$ cat config.mk
export PLATFORM = sky130hd
export DESIGN_NAME = fft_sdram_arbiter
export DESIGN_NICKNAME = d
export VERILOG_FILES = /design/src/rtl/fft_mem_pkg.sv /design/src/rtl/fft_sdram_arbiter_route_fifo.sv /design/src/rtl/fft_sdram_arbiter.sv
export SDC_FILE = /design/constraint.sdc
export NUM_CORES = 1
export LEC_CHECK = 0
export BUFFER_PORTS_ARGS = -buffer_cell sky130_fd_sc_hd__clkbuf_2
export CORE_AREA = 4 4 118 120
export CTS_BUF_LIST = sky130_fd_sc_hd__clkbuf_4 sky130_fd_sc_hd__clkbuf_8 sky130_fd_sc_hd__clkbuf_16
export DETAILED_ROUTE_END_ITERATION = 12
export DIE_AREA = 0 0 122 124
export PLACE_DENSITY_LB_ADDON = 0.12
export SYNTH_ARGS = -nofsm -noshare
export SYNTH_HDL_FRONTEND = slang
export SYNTH_HIERARCHICAL = 1
export SYNTH_SLANG_ARGS = --single-unit
$ cat constraint.sdc
create_clock -name clk -period 3.45 [get_ports clk]
set_input_delay 0.345 -clock clk [delete_from_list [all_inputs] [get_ports clk]]
set_output_delay 0.345 -clock clk [all_outputs]
set_load 0.01 [all_outputs]
$ cat src/rtl/fft_mem_pkg.sv
// Shared types for the FFT memory path: arbiter states and requester ids.
package fft_mem_pkg;

    typedef enum logic [1:0] {
        IDLE,
        OWN0,
        OWN1
    } arb_state_t;

    localparam logic RQ0 = 1'b0;
    localparam logic RQ1 = 1'b1;

endpackage

$ cat src/rtl/fft_sdram_arbiter_route_fifo.sv
// 1-bit synchronous FIFO holding the requester id of each read in flight.
// Head is visible combinationally; push is ignored when full, pop when empty.
module route_fifo #(
    parameter int DEPTH = 8
) (
    input  logic                     clk,
    input  logic                     rst,
    input  logic                     push,
    input  logic                     push_id,
    input  logic                     pop,
    output logic                     head,
    output logic                     full,
    output logic                     empty,
    output logic [$clog2(DEPTH):0]   count
);

    localparam int AW = $clog2(DEPTH);

    logic [DEPTH-1:0] mem;
    logic [AW-1:0]    wr_ptr;
    logic [AW-1:0]    rd_ptr;
    logic [AW:0]      cnt;
    logic             do_push;
    logic             do_pop;

    assign full    = (cnt == DEPTH[AW:0]);
    assign empty   = (cnt == '0);
    assign do_push = push & ~full;
    assign do_pop  = pop & ~empty;
    assign head    = mem[rd_ptr];
    assign count   = cnt;

    always_ff @(posedge clk) begin
        if (do_push) begin
            mem[wr_ptr] <= push_id;
        end
    end

    always_ff @(posedge clk) begin
        if (rst) begin
            wr_ptr <= '0;
            rd_ptr <= '0;
            cnt    <= '0;
        end else begin
            if (do_push) wr_ptr <= wr_ptr + 1'b1;
            if (do_pop)  rd_ptr <= rd_ptr + 1'b1;
            case ({do_push, do_pop})
                2'b10:   cnt <= cnt + 1'b1;
                2'b01:   cnt <= cnt - 1'b1;
                default: cnt <= cnt;
            endcase
        end
    end

endmodule

$ cat src/rtl/fft_sdram_arbiter.sv
// Round-robin share of one SDRAM Avalon-MM port between two masters; zero added latency.
// Grant locks while m_waitrequest stalls; reads are held off while the route FIFO is full.
module fft_sdram_arbiter
    import fft_mem_pkg::*;
#(
    parameter int DATA_W    = 32,
    parameter int ADDR_W    = 32,
    parameter int MAX_OUTST = 8
) (
    input  logic                         clk,
    input  logic                         rst,
    input  logic [ADDR_W-1:0]            rq0_address,
    input  logic                         rq0_read,
    input  logic                         rq0_write,
    input  logic [DATA_W-1:0]            rq0_writedata,
    output logic                         rq0_waitrequest,
    output logic [DATA_W-1:0]            rq0_readdata,
    output logic                         rq0_readdatavalid,
    input  logic [ADDR_W-1:0]            rq1_address,
    input  logic                         rq1_read,
    input  logic                         rq1_write,
    input  logic [DATA_W-1:0]            rq1_writedata,
    output logic                         rq1_waitrequest,
    output logic [DATA_W-1:0]            rq1_readdata,
    output logic                         rq1_readdatavalid,
    output logic [ADDR_W-1:0]            m_address,
    output logic                         m_read,
    output logic                         m_write,
    output logic [DATA_W-1:0]            m_writedata,
    input  logic                         m_waitrequest,
    input  logic [DATA_W-1:0]            m_readdata,
    input  logic                         m_readdatavalid,
    output logic [$clog2(MAX_OUTST):0]   outstanding,
    output logic                         err_unexpected_rdv
);

    arb_state_t state, state_nxt;
    logic       last_served;
    logic       req0, req1;
    logic       gnt_vld, gnt_id;
    logic       sel_read, sel_write;
    logic       accept;
    logic       fifo_full, fifo_empty, fifo_head;

    // A read is only a candidate while a route slot is free; read wins over write.
    assign req0 = rq0_read ? ~fifo_full : rq0_write;
    assign req1 = rq1_read ? ~fifo_full : rq1_write;

    always_comb begin
        state_nxt = state;
        gnt_vld   = 1'b0;
        gnt_id    = RQ0;
        case (state)
            IDLE: begin
                if (req0 && req1) begin
                    gnt_vld = 1'b1;
                    gnt_id  = ~last_served;
                end else if (req0) begin
                    gnt_vld = 1'b1;
                    gnt_id  = RQ0;
                end else if (req1) begin
                    gnt_vld = 1'b1;
                    gnt_id  = RQ1;
                end
            end
            OWN0: begin
                gnt_vld = 1'b1;
                gnt_id  = RQ0;
            end
            OWN1: begin
                gnt_vld = 1'b1;
                gnt_id  = RQ1;
            end
            default: state_nxt = IDLE;
        endcase
        if (rst) gnt_vld = 1'b0;

        sel_read    = (gnt_id == RQ1) ? rq1_read      : rq0_read;
        sel_write   = (gnt_id == RQ1) ? rq1_write     : rq0_write;
        m_address   = (gnt_id == RQ1) ? rq1_address   : rq0_address;
        m_writedata = (gnt_id == RQ1) ? rq1_writedata : rq0_writedata;
        m_read      = gnt_vld & sel_read;
        m_write     = gnt_vld & ~sel_read & sel_write;
        accept      = (m_read | m_write) & ~m_waitrequest;

        rq0_waitrequest = (gnt_vld && gnt_id == RQ0) ? m_waitrequest : 1'b1;
        rq1_waitrequest = (gnt_vld && gnt_id == RQ1) ? m_waitrequest : 1'b1;

        // A dropped command while locked would otherwise wedge the grant.
        if (gnt_vld) begin
            if (accept || !(m_read || m_write)) state_nxt = IDLE;
            else                                state_nxt = (gnt_id == RQ1) ? OWN1 : OWN0;
        end
    end

    always_ff @(posedge clk) begin
        if (rst) begin
            state              <= IDLE;
            last_served        <= RQ1;
            err_unexpected_rdv <= 1'b0;
        end else begin
            state <= state_nxt;
            if (accept) last_served <= gnt_id;
            if (m_readdatavalid && fifo_empty) err_unexpected_rdv <= 1'b1;
        end
    end

    route_fifo #(
        .DEPTH (MAX_OUTST)
    ) u_route_fifo (
        .clk     (clk),
        .rst     (rst),
        .push    (accept & m_read),
        .push_id (gnt_id),
        .pop     (m_readdatavalid & ~fifo_empty),
        .head    (fifo_head),
        .full    (fifo_full),
        .empty   (fifo_empty),
        .count   (outstanding)
    );

    assign rq0_readdata      = m_readdata;
    assign rq1_readdata      = m_readdata;
    assign rq0_readdatavalid = m_readdatavalid & ~fifo_empty & (fifo_head == RQ0);
    assign rq1_readdatavalid = m_readdatavalid & ~fifo_empty & (fifo_head == RQ1);

endmodule

==> impl_metrics.toml, run 1 <==
[logic_synthesis]
synth_area_mm2 = 0.00258
synth.distinct_cells = 45
ys_ff_latch = 22
yosys_warnings = 6
synth_area_per_cell_um2 = 9.89
synth_seq_area_share = 0.202
syn_nets = 438
postSynthCellCount = 261
ys.flop_type = "dfxtp_1"
synth-edff-count = 8
synthArstFlopShare = 0

[clocking]
clk_path_buf_depth = 2
cts_made_buffers = 3
cts.htree.levels = 1
clock_sinks = 22
clock_latency_ns = 0.26
clk_pin_slew_ns = 0.07
root_buffer = "clkbuf_16"
cts_tree = "built"

[sta]
max_slew_margin = 0.580
drv_slew = 0
finalHoldViolations = 0
hold_ws_ns = 0.338
rsz0062_at_grt = "no"
fin_crit_ns = 3.25
finalSetupViolCount = 0
fin_crit_sh = 0.942
max_freq_ghz = 0.308
skew_ns = 0.00273
worstMarginPinSlew_ns = 0.630

[final_layout]
layout-drive-gt1-share = 0.760
nNetsFinal = 587
final_cells = 586
multi_input_area_mm2 = 0.00153
fillers = 1443
area_delta_synth_final_pct = 36.5
final-seq-area_um2 = 527

[routing]
drt-total-wl_um = 11800
drc = 0
drt_iter0_drc = 48
dr.pass1.iters = 4
viasPerCell = 4.13
wl_per_cell_um = 20.1
vias = 2420
drtAntennaViolNets = 0

[place]
routabilityCongestion = 0.781
io_buffers = 210
hpwl_um = 10500
dp.cells = 581

[global_route]
grt_max_degree = 70
grt_pass1_wl_um = 16500
grt_pass1_vias = 2625
track_usage = 0.150
antenna_found_initial = 1
grt_overflow_total = 0

[flow_run]
max_cap_viol_count = 0

[floorplanning]
coreArea_mm2 = 0.0130
initial_core_util = 0.199
die-width_um = 122
ios = 307
die-area_mm2 = 0.0151
die_height_um = 124
rows = 42

[worst_setup_path]
r2r_start = "u_route_fifo/count[1]"
worstSetupPathType = "reg -> reg"
crit_required_ns = 3.64
endpoint_kind = "register"
startpoint = "u_route_fifo/count[1]"
start_kind = "register"
worst_ep_arrival_time_ns = 3.43
cp_max_fo = 7

[status]
status = "completed"

[power_and_ir_drop]
max-vdd-ir-drop_mv = 0.130
p_per_area_mw_per_mm2 = 350
p_leak_nw = 1.68

[min_path]
hold_path_startpoint = "m_readdatavalid"
hold_class = "in -> reg"
==> area by class of cell <==
type,instances,share of cell area
antenna,1,0.000710
clock buffer,3,0.0213
clock inverter,1,0.00853
inverter,7,0.00746
multi-input combinational,159,0.436
sequential,22,0.150
tap,176,0.0625
timing repair buffer,217,0.314
==> cell usage in the layout, fill, tap and decap left out, types with 3 or more instances in the layout <==
cell type  netlist  final
dfxtp_1         14     11
nand3_1          5      5
nor2b_1          4      4
ha_1             8      6
nand2_1          4      4
nor2_1          20     20
edfxtp_1         8      8
nor4_1           3      3
clkbuf_16        0      3
xor2_1           4      4
buf_4           71      6
clkbuf_2         0    210
inv_1            6      5
a21oi_1          6      5
mux2i_1          4      3
nor3_1           4      4
o31ai_1          3      3
mux2_2          65     65
==> stage by stage <==
step | utilization | setup TNS [ns] | total power, W | cell area, um^2 | worst slack, ns
2_1_floorplan | - | -0.0391 | 0.000737 | 2640 | -0.0391
3_3_place_gp | 0.263 | 0 | 0.000918 | 3410 | 0.239
3_5_place_dp | 0.263 | 0 | 0.000916 | 3410 | 0.198
4_1_cts | 0.271 | 0 | 0.00126 | 3520 | 0.156
5_1_grt | 0.271 | 0 | 0.00131 | 3520 | 0.00259
6_report | 0.271 | 0 | 0.00123 | 3520 | 0.200
==> kinds of logic after synthesis <==
logic type / count (synthesis) / share of synthesized area
buf+inv: 80 / 0.222
mux: 71 / 0.317
simple gates: 55 / 0.122
flops: 22 / 0.202
compound gates: 18 / 0.0674
fa+ha+maj: 9 / 0.0465
xor+xnor: 6 / 0.0233
==> path summary, 6_finish.rpt <==
path / depth (start not counted) / slack, ns / to
worst max-delay path: 14 / 0.20 / u_route_fifo/count[3]
worst min-delay path: 3 / 0.34 / err_unexpected_rdv
worst max register to register: 14 / 0.20 / u_route_fifo/count[3]
worst min register to register: 2 / 0.49 / err_unexpected_rdv
==> sequential cells by signal, summed over array words and instances, names as in the netlist <==
signal               cells
u_route_fifo/mem         8
state                    2
err_unexpected_rdv       1
u_route_fifo/count       4
u_route_fifo/rd_ptr      3
last_served              1
u_route_fifo/wr_ptr      3
==> Yosys cell counts (all sizes together) (2+ instances only) <==
| library cell | instances | area share |
|---|---|---|
| nor2b | 6 | 0.016 |
| nor2 | 20 | 0.029 |
| a21oi | 8 | 0.021 |
| xor2 | 5 | 0.020 |
| mux2 | 65 | 0.28 |
| mux4 | 2 | 0.017 |
| nor4 | 3 | 0.0073 |
| ha | 8 | 0.039 |
| nand2 | 6 | 0.018 |
| nand2b | 2 | 0.0048 |
| edfxtp | 8 | 0.093 |
| nand3 | 6 | 0.014 |
| nor3 | 5 | 0.012 |
| inv | 7 | 0.010 |
| buf | 72 | 0.21 |
| o31ai | 3 | 0.0087 |
| dfxtp | 14 | 0.11 |
| mux2i | 4 | 0.016 |
==> worst max-delay path: stages (launching register included) <==
cell and delay, ns:
dfxtp_4 0.36, or4b_1 0.58, inv_2 0.09, nor2b_1 0.05
o21ai_1 0.21, a21oi_4 0.10, mux2i_4 0.21, nor3_4 0.29
nand2_8 0.08, ha_4 0.17, ha_4 0.28, nand3_1 0.08
and3_1 0.16, or4_1 0.39, a21oi_1 0.13
==> power by group <==
| part | switching [W] | total (W) | internal [W] |
|---|---|---|---|
| sequential | 0.00000826 | 0.000290 | 0.000282 |
| clock | 0.000104 | 0.000335 | 0.000231 |
| combinational | 0.000304 | 0.000609 | 0.000305 |
| total | 0.000416 | 0.00123 | 0.000818 |
==> timing repair <==
item | 4_1_cts | 5_1_grt
gates cloned | 0 | 0
gates resized for setup | 1 | 0
buffers inserted | 0 | 0
hold buffers | 0 | 0
pin swaps | 0 | 1
setup endpoints to repair | 2 | 1
==> per-layer routing <==
layer | part of all wire | GRT usage | up-vias
met1 | 0.39 | 0.179 | 1092
met4 | 0.0043 | 0.0140 | 2
li1 | - | - | 1149
met3 | 0.18 | 0.108 | 11
met2 | 0.43 | 0.228 | 166
met5 | 0.00059 | 0 | -
(Power assumes the default switching activity.)
==> run 2, diff against run 1 <==
--- a/config.mk
+++ b/config.mk
@@ -6,10 +6,10 @@
 export NUM_CORES = 1
 export LEC_CHECK = 0
 export BUFFER_PORTS_ARGS = -buffer_cell sky130_fd_sc_hd__clkbuf_2
-export CORE_AREA = 4 4 118 120
+export CORE_AREA = 4 4 116 118
 export CTS_BUF_LIST = sky130_fd_sc_hd__clkbuf_4 sky130_fd_sc_hd__clkbuf_8 sky130_fd_sc_hd__clkbuf_16
 export DETAILED_ROUTE_END_ITERATION = 12
-export DIE_AREA = 0 0 122 124
+export DIE_AREA = 0 0 120 122
 export PLACE_DENSITY_LB_ADDON = 0.12
 export SYNTH_ARGS = -nofsm -noshare
 export SYNTH_HDL_FRONTEND = slang
==> constraint.sdc (replaced) <==
create_clock -name clk -period 3.55 [get_ports clk]
set_input_delay 0.355 -clock clk [delete_from_list [all_inputs] [get_ports clk]]
set_output_delay 0.355 -clock clk [all_outputs]
set_load 0.01 [all_outputs]
==> run 2 against run 1 <==
Compared with the run above: sequential share of layout area about the same; critical path depth is the same; final cell count fell by 0.51%; sequential power fell by 2%; design area down 0.18%; fmax fell by 1.3%; register-to-register slack better by 0.06 ns; sequential cell count stayed put; hold slack better by 0.011 ns; largest power group unchanged.
==> impl_metrics.toml, run 2 (synthesis gave the netlist of run 1 again) <==
[status]
status = "completed"

[floorplanning]
die-area_mm2 = 0.0146
die-width_um = 120
ios = 307
coreArea_mm2 = 0.0125
initial_core_util = 0.207
rows = 41
die_height_um = 122

[worst_setup_path]
cp_num_buf_inv = 1
cp_top_family = "simple AND/OR/NAND/NOR gates"
crit_chain = "or4b_1, inv_1, nor2b_1, o21a_1, a21oi_4, mux2i_2, nor3_4, nand2_8, ha_4, ha_4, nand3_1, and3_1, or4_1, a21oi_1"
worstSetupPathType = "reg -> reg"
slowest_stage = "or4b_1"
worst_ep_arrival_time_ns = 3.47
r2r_cells = 14
worstReg2RegEnd = "u_route_fifo/count[3]"
ff2ff_setup_slack_ns = 0.26
crit_path_max_incr_delay_ns = 0.57
cp_max_fo = 7
crit_top_cell = "ha_4"
crit_required_ns = 3.73
endpoint_kind = "register"
start_kind = "register"
r2r_start = "u_route_fifo/count[1]"

[min_path]
holdPathEnd = "err_unexpected_rdv"
hold_depth = 3
hold_class = "in -> reg"
hold_path_startpoint = "m_readdatavalid"

[routing]
vias = 2387
wl_per_cell_um = 18.0
drt-total-wl_um = 10500
drtAntennaViolNets = 0
drt_iter0_drc = 57
drc = 0
viasPerCell = 4.09
dr.pass1.iters = 4

[clocking]
clk_pin_slew_ns = 0.06
cts_tree = "built"
cts.htree.levels = 1
clock_latency_ns = 0.26
post-cts-setup-buffers = 0
clock_sinks = 22
cts_made_buffers = 3
clk_path_buf_depth = 2
root_buffer = "clkbuf_16"

[power_and_ir_drop]
p_leak_nw = 1.69
p_sw_frac = 0.327
max-vdd-ir-drop_mv = 0.184
pwr-share-seq = 0.240
switching_power_w = 0.000386
p_per_area_mw_per_mm2 = 336
p_comb_frac = 0.493
internal_power_w = 0.000795
p_clk_frac = 0.267

[final_layout]
fillers = 1371
final_common_cell = "clkbuf_2"
final-seq-area_um2 = 527
area_delta_synth_final_pct = 36.2
multi_input_area_mm2 = 0.00153
largest-register = "u_route_fifo/mem"
fin_util = 0.282
largest_reg_flops = 8
layout-drive-gt1-share = 0.759
layout_common_cells = "210 x clkbuf_2, 65 x mux2_2, 20 x nor2_1"
nNetsFinal = 588

[sta]
finalHoldViolations = 0
max_slew_margin = 0.581
fin_crit_ns = 3.29
fin_crit_sh = 0.928
max_freq_ghz = 0.304
rsz0062_at_grt = "no"
finalSetupViolCount = 0
skew_ns = 0.00580
finalSetupTns_ns = 0
drv_slew = 0
worstMarginPinSlew_ns = 0.629

[global_route]
track_usage = 0.135
grt_overflow_total = 0
grt_pass1_vias = 2586
antenna_found_initial = 3
grt_max_degree = 70
grt_pass1_wl_um = 15200

[flow_run]
max_cap_viol_count = 0

[place]
io_buffers = 210
hpwl_um = 9340
routabilityCongestion = 0.818
[run 2: cell types whose count changed in the layout (fill, tap and decap cells not counted), sizes merged]
cell / change
buf: +1
[run 2: layer usage]
layer  track usage  vias up  part of all wire
met5             0        -            0.0014
met4        0.0215        4            0.0066
met3        0.0873       10              0.14
met2         0.217      151              0.47
met1         0.155     1072              0.38
li1              -     1150                 -
[run 2: timing repair]
| item | 4_1_cts | 5_1_grt |
|---|---|---|
| hold buffers | 0 | 0 |
| endpoints found under the setup margin | 0 | 31 |
| resized for setup | 0 | 1 |
[run 2: metrics by stage]
step	setup slack (ns)	total power [W]	area, um^2	std cells	hold slack, ns
2_1_floorplan	0.0102	0.000714	2630	261	0.427
3_3_place_gp	0.327	0.000880	3400	578	0.451
3_5_place_dp	0.280	0.000879	3400	578	0.461
4_1_cts	0.0655	0.00121	3510	582	0.344
5_1_grt	0.0905	0.00126	3520	583	0.371
6_report	0.256	0.00118	3520	583	0.350
[run 2: area by class of cell]
| cell class | count | area share |
|---|---|---|
| tap | 172 | 0.0612 |
| antenna | 1 | 0.000712 |
| timing repair buffer | 218 | 0.317 |
| clock inverter | 1 | 0.00854 |
| clock buffer | 3 | 0.0214 |
| inverter | 7 | 0.00747 |
| sequential | 22 | 0.150 |
| multi-input combinational | 159 | 0.434 |
[run 2: how the worst max path moves through the flow]
stage / cells after the start / slack (ns) / start / endpoint
finish: 14 / 0.26 / u_route_fifo/count[1] / u_route_fifo/count[3]
global route: 14 / 0.09 / u_route_fifo/count[1] / u_route_fifo/count[3]
CTS: 8 / 0.07 / u_route_fifo/count[1] / m_writedata[26]
detailed placement: 14 / 0.28 / u_route_fifo/count[1] / u_route_fifo/count[3]
global placement: 14 / 0.33 / u_route_fifo/count[1] / u_route_fifo/count[3]
floorplan: 16 / 0.01 / u_route_fifo/count[1] / u_route_fifo/count[3]
[run 2: power groups by stage]
| stage | logic [W] | registers (W) | clock network (W) |
|---|---|---|---|
| 4_1_cts | 0.000596 | 0.000283 | 0.000328 |
| 3_3_place_gp | 0.000591 | 0.000289 | 0 |
| 6_report | 0.000582 | 0.000283 | 0.000315 |
| 5_1_grt | 0.000638 | 0.000284 | 0.000340 |
| 3_5_place_dp | 0.000591 | 0.000289 | 0 |
| 2_1_floorplan | 0.000426 | 0.000288 | 0 |
[run 2: worst register-to-register path: stages (launching register included)]
cell	delay (ns)
dfxtp_4	0.36
or4b_1	0.57
inv_1	0.12
nor2b_1	0.05
o21a_1	0.21
a21oi_4	0.19
mux2i_2	0.11
nor3_4	0.30
nand2_8	0.07
ha_4	0.17
ha_4	0.28
nand3_1	0.09
and3_1	0.17
or4_1	0.39
a21oi_1	0.15
==> run 3, diff against run 2 <==
--- a/config.mk
+++ b/config.mk
@@ -5,11 +5,15 @@
 export SDC_FILE = /design/constraint.sdc
 export NUM_CORES = 1
 export LEC_CHECK = 0
+export ABC_AREA = 1
 export BUFFER_PORTS_ARGS = -buffer_cell sky130_fd_sc_hd__clkbuf_2
-export CORE_AREA = 4 4 116 118
+export CELL_PAD_IN_SITES_DETAIL_PLACEMENT = 0
+export CELL_PAD_IN_SITES_GLOBAL_PLACEMENT = 1
+export CORE_ASPECT_RATIO = 0.75
+export CORE_MARGIN = 4
+export CORE_UTILIZATION = 20
 export CTS_BUF_LIST = sky130_fd_sc_hd__clkbuf_4 sky130_fd_sc_hd__clkbuf_8 sky130_fd_sc_hd__clkbuf_16
 export DETAILED_ROUTE_END_ITERATION = 12
-export DIE_AREA = 0 0 120 122
 export PLACE_DENSITY_LB_ADDON = 0.12
 export SYNTH_ARGS = -nofsm -noshare
 export SYNTH_HDL_FRONTEND = slang
==> run 3 against run 2 <==
Compared with the run above: core utilization decreased by 0.73 points; global-route usage decreased by 1.3 points; clock-buffer cell count unchanged; final cell count rose by 30%; highest routed layer is now met4.
==> impl_metrics.toml, run 3 <==
[logic_synthesis]
synth-edff-count = 8
synthAdderAreaFrac = 0.0457
synth_top_family_by_area = "simple AND/OR/NAND/NOR gates"
netlist_top_cells_area = "nand2_1 32%, buf_4 20%, dfxtp_1 11%, edfxtp_1 9.1%, nor2_1 4.3%"
synth_top_area_cell = "nand2_1"
synth_area_per_cell_um2 = 5.82
synth_area_mm2 = 0.00263
synth_mux_area_frac = 0
ys_ff_latch = 22
synth_seq_area_share = 0.198
synth_compound_gate_area_share = 0.0409
post-synth-top-count-cell = "nand2_1"
synth_common_cells = "227 x nand2_1, 70 x buf_4, 30 x nor2_1, 28 x inv_1, 15 x nand3_1"
synthArstFlopShare = 0
postSynthCellCount = 452
syn_nets = 629
ys.flop_type = "dfxtp_1"
synth_top_area_share = 0.324
synthXorXnorAreaFrac = 0.00666
yosys_warnings = 6
synth.distinct_cells = 28
synthSimpleGateAreaFrac = 0.449

[final_layout]
largest-register = "u_route_fifo/mem"
layout-drive-gt1-share = 0.401
largest_reg_flops = 8
final_common_cell = "nand2_1"
diodes = 0
fin_util = 0.275
area_delta_synth_final_pct = 31.3
nNetsFinal = 769
final_cells = 757
layout_common_cells = "227 x nand2_1, 210 x clkbuf_2, 30 x nor2_1"

[routing]
drt_iter0_drc = 152
viasPerCell = 3.97
drtAntennaViolNets = 0
wl_per_cell_um = 13.2
vias = 3007
dr.pass1.iters = 4
drc = 0
drt-total-wl_um = 9990

[sta]
rsz0062_at_grt = "no"
worstMarginPinSlew_ns = 0.780
fin_crit_sh = 0.825
drv_slew = 0
skew_ns = 0.00143
finalSetupViolCount = 0
max_freq_ghz = 0.342
fin_crit_ns = 2.93
max_slew_margin = 0.480
finalSetupTns_ns = 0
finalHoldViolations = 0

[clocking]
ctsResizeCount = 0
clk_pin_slew_ns = 0.06
clock_latency_ns = 0.25
cts_made_buffers = 3
cts_tree = "built"
clk_path_buf_depth = 2
holdBufCountCts = 0
root_buffer = "clkbuf_16"
cts.htree.levels = 1
post-cts-setup-buffers = 0
clock_sinks = 22

[worst_setup_path]
worst_ep_arrival_time_ns = 3.09
cp_top_family = "simple AND/OR/NAND/NOR gates"
endpoint_kind = "register"
cp_max_fo = 6
worstSetupPathType = "reg -> reg"
cp_num_buf_inv = 2
slowest_stage = "dfxtp_1"
crit_top_cell = "nand2_1"
crit_required_ns = 3.71
start_kind = "register"
crit_chain = "nor2_4, nand3_4, inv_1, nand2_1, nand2_1, nor2_2, nand2_2, nand2_4, nand2_1, nand2_1, nand2_2, nor2_1, nand2_4, ha_1, ha_1, or2_2, nand3_1, nand3_1, nand2_1, inv_1"
crit_path_max_incr_delay_ns = 0.45

[flow_run]
max_cap_viol_count = 0

[power_and_ir_drop]
max-vdd-ir-drop_mv = 0.254
p_per_area_mw_per_mm2 = 554
total_power_w = 0.00191
p_leak_nw = 2.14

[global_route]
antenna_found_initial = 0
grt_pass1_vias = 2925
grt_overflow_total = 0
grt_pass1_wl_um = 14900
grt_max_degree = 77
track_usage = 0.122

[place]
routabilityCongestion = 0.825
hpwl_um = 8520
io_buffers = 210
dp.cells = 753

[floorplanning]
ios = 307
die-width_um = 140
initial_core_util = 0.209
die_height_um = 107
rows = 35
die-area_mm2 = 0.0151
coreArea_mm2 = 0.0126

[min_path]
hold_class = "in -> reg"

[status]
status = "completed"
==> run 3: cell type report <==
type                            instances  area [um^2]
Clock inverter                          1         30.0
Clock buffer                            3         75.1
Timing Repair Buffer                  213         1070
Multi-Input combinational cell        320         1430
Tap cell                              166          208
Fill cell                            1432         9110
Sequential cell                        22          520
Inverter                               32          120
==> run 3: logic make-up (layout without fill, tap and decap cells) <==
kind of cell / after synthesis / in the layout
compound gates: 20 / 20
xor+xnor: 2 / 2
fa+ha+maj: 9 / 9
buf+inv: 110 / 249
simple gates: 289 / 289
flops: 22 / 22
==> run 3: worst register-to-register path, cell delays in order (launching register included) <==
cell and delay [ns]:
dfxtp_1 0.45, nor2_4 0.08, nand3_4 0.09, inv_1 0.07
nand2_1 0.05, nand2_1 0.06, nor2_2 0.11, nand2_2 0.10
nand2_4 0.07, nand2_1 0.05, nand2_1 0.08, nand2_2 0.07
nor2_1 0.29, nand2_4 0.13, ha_1 0.27, ha_1 0.31
or2_2 0.29, nand3_1 0.09, nand3_1 0.08, nand2_1 0.06
inv_1 0.03
==> run 3: final timing paths <==
kind / from / end / slack, ns / depth (start not counted)
worst max-delay path: u_route_fifo/count[0] / u_route_fifo/count[3] / 0.62 / 20
worst max register to register: u_route_fifo/count[0] / u_route_fifo/count[3] / 0.62 / 20
worst min register to register: err_unexpected_rdv / err_unexpected_rdv / 0.47 / 2
worst min-delay path: m_readdatavalid / err_unexpected_rdv / 0.34 / 3
==> run 3: metal layers <==
layer,vias up,wire (um),global-route usage
li1,1585,-,-
met1,1248,3750,0.136
met2,144,5050,0.223
met3,30,960,0.0369
met4,0,242,0.0380
met5,-,0,0
==> run 3: metrics by stage <==
stage	setup WS [ns]	instance area (um^2)	hold slack (ns)
5_1_grt	0.324	3450	0.373
2_1_floorplan	0.787	2630	0.417
3_3_place_gp	0.687	3350	0.453
6_report	0.622	3450	0.342
4_1_cts	0.594	3450	0.342
3_5_place_dp	0.612	3350	0.460
==> run 3: power breakdown <==
| part | switching [W] | internal, W |
|---|---|---|
| sequential | 0.0000463 | 0.000309 |
| combinational | 0.000781 | 0.000460 |
| clock | 0.0000934 | 0.000224 |
